## src/rtl/bcd_display_scanner.sv

```systemverilog
// Binary-to-BCD converter (double-dabble) feeding a multiplexed four-digit
// seven-segment scanner with optional leading-zero blanking.
module bcd_display_scanner #(
    parameter int unsigned REFRESH_DIV = 100000,
    parameter bit          BLANK_LZ    = 1'b1
) (
    input  logic        clk,
    input  logic        rst_n,
    input  logic [13:0] value,
    input  logic        load,
    output logic [3:0]  digit,
    output logic [3:0]  an,
    output logic        busy,
    output logic        done,
    output logic        ovf
);

    localparam int unsigned PreW = (REFRESH_DIV > 2) ? $clog2(REFRESH_DIV) : 1;

    typedef enum logic [1:0] {StIdle, StConv, StLatch} state_e;

    state_e      state_q, state_d;
    logic [13:0] bin_q, bin_d;
    logic [15:0] bcd_q, bcd_d, bcd_adj;
    logic [3:0]  cnt_q, cnt_d;
    logic        ovf_pend_q, ovf_pend_d;
    logic [15:0] disp_q, disp_d;
    logic        ovf_q, ovf_d;
    logic        done_q, done_d;

    logic [PreW-1:0] pre_q, pre_d;
    logic [1:0]      idx_q, idx_d;
    logic [3:0]      digit_q, digit_d;
    logic [3:0]      an_q, an_d;
    logic            blank;

    always_comb begin
        state_d    = state_q;
        bin_d      = bin_q;
        bcd_d      = bcd_q;
        cnt_d      = cnt_q;
        ovf_pend_d = ovf_pend_q;
        disp_d     = disp_q;
        ovf_d      = ovf_q;
        done_d     = 1'b0;
        bcd_adj    = bcd_q;
        for (int i = 0; i < 4; i++) begin
            if (bcd_q[4*i +: 4] >= 4'd5) bcd_adj[4*i +: 4] = bcd_q[4*i +: 4] + 4'd3;
        end
        case (state_q)
            StIdle: begin
                if (load) begin
                    state_d    = StConv;
                    bin_d      = (value > 14'd9999) ? 14'd9999 : value;
                    bcd_d      = '0;
                    cnt_d      = '0;
                    ovf_pend_d = (value > 14'd9999);
                end
            end
            StConv: begin
                {bcd_d, bin_d} = {bcd_adj[14:0], bin_q, 1'b0};
                cnt_d          = cnt_q + 4'd1;
                if (cnt_q == 4'd13) state_d = StLatch;
            end
            StLatch: begin
                disp_d  = bcd_q;
                ovf_d   = ovf_pend_q;
                done_d  = 1'b1;
                state_d = StIdle;
            end
            default: state_d = StIdle;
        endcase
    end

    // Slot outputs are refreshed only at slot boundaries, so a new display
    // value appears at the next slot without disturbing the scan cadence.
    always_comb begin
        pre_d   = pre_q + PreW'(1);
        idx_d   = idx_q;
        digit_d = digit_q;
        an_d    = an_q;
        blank   = 1'b0;
        if (pre_q == PreW'(REFRESH_DIV - 1)) begin
            pre_d   = '0;
            idx_d   = idx_q + 2'd1;
            digit_d = disp_q[{idx_d, 2'b00} +: 4];
            case (idx_d)
                2'd1:    blank = BLANK_LZ && (disp_q[15:4] == 12'd0);
                2'd2:    blank = BLANK_LZ && (disp_q[15:8] == 8'd0);
                2'd3:    blank = BLANK_LZ && (disp_q[15:12] == 4'd0);
                default: blank = 1'b0;
            endcase
            an_d = blank ? 4'b1111 : ~(4'b0001 << idx_d);
        end
    end

    always_ff @(posedge clk or negedge rst_n) begin
        if (!rst_n) begin
            state_q    <= StIdle;
            bin_q      <= '0;
            bcd_q      <= '0;
            cnt_q      <= '0;
            ovf_pend_q <= 1'b0;
            disp_q     <= '0;
            ovf_q      <= 1'b0;
            done_q     <= 1'b0;
            pre_q      <= '0;
            idx_q      <= '0;
            digit_q    <= '0;
            an_q       <= 4'b1110;
        end else begin
            state_q    <= state_d;
            bin_q      <= bin_d;
            bcd_q      <= bcd_d;
            cnt_q      <= cnt_d;
            ovf_pend_q <= ovf_pend_d;
            disp_q     <= disp_d;
            ovf_q      <= ovf_d;
            done_q     <= done_d;
            pre_q      <= pre_d;
            idx_q      <= idx_d;
            digit_q    <= digit_d;
            an_q       <= an_d;
        end
    end

    assign busy  = (state_q != StIdle);
    assign done  = done_q;
    assign ovf   = ovf_q;
    assign digit = digit_q;
    assign an    = an_q;

endmodule

```

## config.mk

```make
export PLATFORM = sky130hd
export DESIGN_NAME = bcd_display_scanner
export DESIGN_NICKNAME = d
export VERILOG_FILES = /design/src/rtl/bcd_display_scanner.sv
export SDC_FILE = /design/constraint.sdc
export NUM_CORES = 1
export LEC_CHECK = 0
export ABC_AREA = 0
export BUFFER_PORTS_ARGS = -buffer_cell sky130_fd_sc_hd__buf_2
export CAP_MARGIN = 5
export CORE_UTILIZATION = 45
export CTS_CLUSTER_SIZE = 24
export DETAILED_ROUTE_END_ITERATION = 12
export PLACE_DENSITY = 0.72
export SLEW_MARGIN = 20
export SYNTH_ARGS = -nofsm -noshare
export SYNTH_HDL_FRONTEND = slang
export SYNTH_SLANG_ARGS = --single-unit
```

## constraint.sdc

```tcl
create_clock -name clk -period 2.9 [get_ports clk]
set_input_delay 0.435 -clock clk [delete_from_list [all_inputs] [get_ports clk]]
set_output_delay 0.435 -clock clk [all_outputs]
set_load 0.05 [all_outputs]
```

==> flow_summary.json <==
{
  "design_power_total_mw": 3.91,
  "multiInputGateArea_um2": 1710,
  "die_w_um": 94.8,
  "drc_errors": 0,
  "p_switching_mw": 1.39,
  "dieArea_um2": 8990,
  "report.final.slew_viol_count": 0,
  "final_nets": 422,
  "ys_warn_count": 0,
  "synth_edf_count": 0,
  "drt_iter0_drc": 142,
  "cts_tree": "yes",
  "min_period_over_period": 0.759,
  "synthAdderAreaFrac": 0.0516,
  "arrival_ns": 2.44,
  "crit_required_ns": 3.14,
  "holdWs_ns": 0.107,
  "synth_common_cells": "79 x dfrtp_1, 38 x nand2_1, 34 x nand3_1",
  "hold_buffers": 0,
  "r2r_end": "digit[0]",
  "rrSetupSlack_ns": 0.70,
  "syn-cell-area_um2": 3880,
  "internal_power_mw": 2.51,
  "fmax_ghz": 0.454,
  "slowest_delay_ns": 0.50,
  "numPortBuffers": 27,
  "post-route-util": 0.522,
  "die_y_um": 94.8,
  "grt.overflow.total": 0,
  "area_growth_pct": 11.7,
  "endpoint_kind": "flop",
  "synthTopCellsByArea": "dfrtp_1 51%, ha_1 5.2%, nand3_1 4.4%",
  "synthesis.nets": 396,
  "pwr_density_cell_nw_per_um2": 902,
  "antenna_found_initial": 0,
  "grt_max_degree": 83,
  "critPathKind": "flop to flop",
  "htree_levels": 3,
  "ys_seq_area_frac": 0.530,
  "yosys_most_used_dff": "dfrtp_1",
  "fillers": 733,
  "core_um2": 8300,
  "yosys.cell_count.top_type": "dfrtp_1",
  "clock_latency_ns": 0.35,
  "cts-buffers-inserted": 9,
  "slowest_stage": "nor4_4",
  "pwr-share-comb": 0.318,
  "path_max_fanout": 19,
  "timing.setup.tns_ns": 0,
  "firstDrtPassIters": 5,
  "power.leakage_nw": 2.01,
  "r2r_cells": 5,
  "p_sw_frac": 0.357,
  "yosys.area.top_type": "dfrtp_1",
  "synth_top_family_by_area": "simple AND/OR/NAND/NOR gates",
  "grt_pass1_vias": 2682,
  "synth_simple_gate_area_frac": 0.167,
  "worst_setup_path_start_kind": "flop",
  "async_flop_share": 1.00,
  "num_rows": 33,
  "path_cells": "ha_1, nand4_1, nor4_4, buf_4, mux2_2",
  "crit_family": "simple AND/OR/NAND/NOR gates",
  "pwr-share-clk": 0.233,
  "syn_inst": 363,
  "maxSlewHeadroom": 0.339,
  "worst_pin_slew_ns": 0.992,
  "ys_types": 40,
  "drive_gt1_frac": 0.188,
  "maxCapViolations": 0,
  "wl_per_cell_um": 14.8,
  "cts_root_buf": "clkbuf_8",
  "cts_setup_buffers": 0,
  "ir_worst_vdd_uv": 593,
  "ant_nets": 0,
  "path_clk_slew_ns": 0.08,
  "outcome": "completed",
  "clock-sinks": 82,
  "io_pins": 28,
  "path_buf_inv": 1,
  "drt_wl_total_um": 7390,
  "rsz0062_at_grt": "no",
  "hpwl_um": 4990,
  "worstReg2RegStart": "pre_q[0]",
  "ctsResizeCount": 0,
  "pwr-share-seq": 0.449,
  "synth_compound_area_frac": 0.0974,
  "initial_utilization": 0.467,
  "vias": 2736,
  "synth_top_area_share": 0.510,
  "final_hold_viol_count": 0,
  "period_needed_ns": 2.20,
  "synth_mux_area_frac": 0.0748,
  "finalSetupViolCount": 0,
  "via_per_inst": 5.48,
  "synthXorXnorAreaFrac": 0.0474,
  "gr-usage-all-layers": 0.181,
  "grt_pass1_wl_um": 12400,
  "min_path_type": "input port to asynchronous set/reset pin",
  "seq_area_um2": 2060,
  "syn_area_per_cell_um2": 10.7,
  "finClkSkew_ns": 0.0108,
  "clk_path_buf_depth": 2,
  "diodes": 0,
  "synth-seq-cells": 82,
  "place_congestion": 0.856
}
==> registers in the layout, summed over array words and instances, names as in the netlist <==
register and cells:
done 1, bin_q 14, idx_q 2, ovf_pend_q 1, bcd_q 16, cnt_q 4
pre_q 17, state_q 2, disp_q 16, digit 4, ovf 1, an 4
==> metal layers <==
| layer | up-vias | part of all wire | track usage |
|---|---|---|---|
| met2 | 54 | 0.46 | 0.277 |
| met3 | 7 | 0.038 | 0.0443 |
| met4 | 0 | 0.012 | 0.0682 |
| li1 | 1336 | - | - |
| met5 | - | 0 | 0 |
| met1 | 1339 | 0.49 | 0.249 |
==> cell type report <==
type | instances | area share
clock inverter | 7 | 0.0217
clock buffer | 9 | 0.0286
multi-input combinational | 251 | 0.394
timing repair buffer | 30 | 0.0378
sequential | 82 | 0.475
inverter | 15 | 0.0130
tap | 105 | 0.0303
==> cell usage in the layout (no fill, tap or decap), types with 6 or more instances in the layout <==
| master | count |
|---|---|
| xnor2_1 | 12 |
| o21ai_0 | 29 |
| nor3_1 | 8 |
| buf_2 | 26 |
| xor2_1 | 9 |
| dfrtp_1 | 79 |
| mux2_2 | 15 |
| a22oi_1 | 8 |
| inv_1 | 15 |
| nand3_1 | 34 |
| nand2b_1 | 6 |
| nor2_1 | 19 |
| a21oi_1 | 7 |
| ha_1 | 16 |
| clkbuf_8 | 9 |
| nand2_1 | 38 |
==> per-stage QoR <==
| step | worst slack (ns) | std cells | instance area, µm² |
|---|---|---|---|
| finish | 0.700 | 499 | 4330 |
| CTS | 0.707 | 499 | 4330 |
| floorplan | 0.988 | 363 | 3880 |
| global route | 0.617 | 499 | 4330 |
| detailed placement | 0.719 | 483 | 4110 |
| global placement | 0.819 | 483 | 4110 |
==> kinds of logic (layout without fill, tap and decap cells) <==
kind of cell / count (synthesis) / in the layout
xor gates and xnor gates: 21 / 21
buffers and inverters: 30 / 61
muxes: 22 / 22
and+or+nand+nor: 130 / 130
DFF: 82 / 82
AOI/OAI and AO/OA: 62 / 62
adders and majority gates: 16 / 16
==> power by group through the flow <==
stage	registers, mW	clock network (mW)	logic [mW]
2_1_floorplan	1.70	0	0.974
3_3_place_gp	1.76	0	1.18
4_1_cts	1.75	0.931	1.25
5_1_grt	1.81	0.972	1.41
3_5_place_dp	1.77	0	1.25
6_report	1.75	0.911	1.24
==> how the worst max path moves through the flow <==
stage | to | slack [ns] | from | depth (start not counted)
floorplan | digit[3] | 0.99 | pre_q[11] | 4
global placement | digit[0] | 0.82 | pre_q[11] | 4
detailed placement | digit[0] | 0.72 | pre_q[0] | 5
CTS | digit[0] | 0.71 | pre_q[0] | 5
global route | digit[1] | 0.62 | pre_q[0] | 5
finish | digit[0] | 0.70 | pre_q[0] | 5
(Power assumes the default switching activity.)
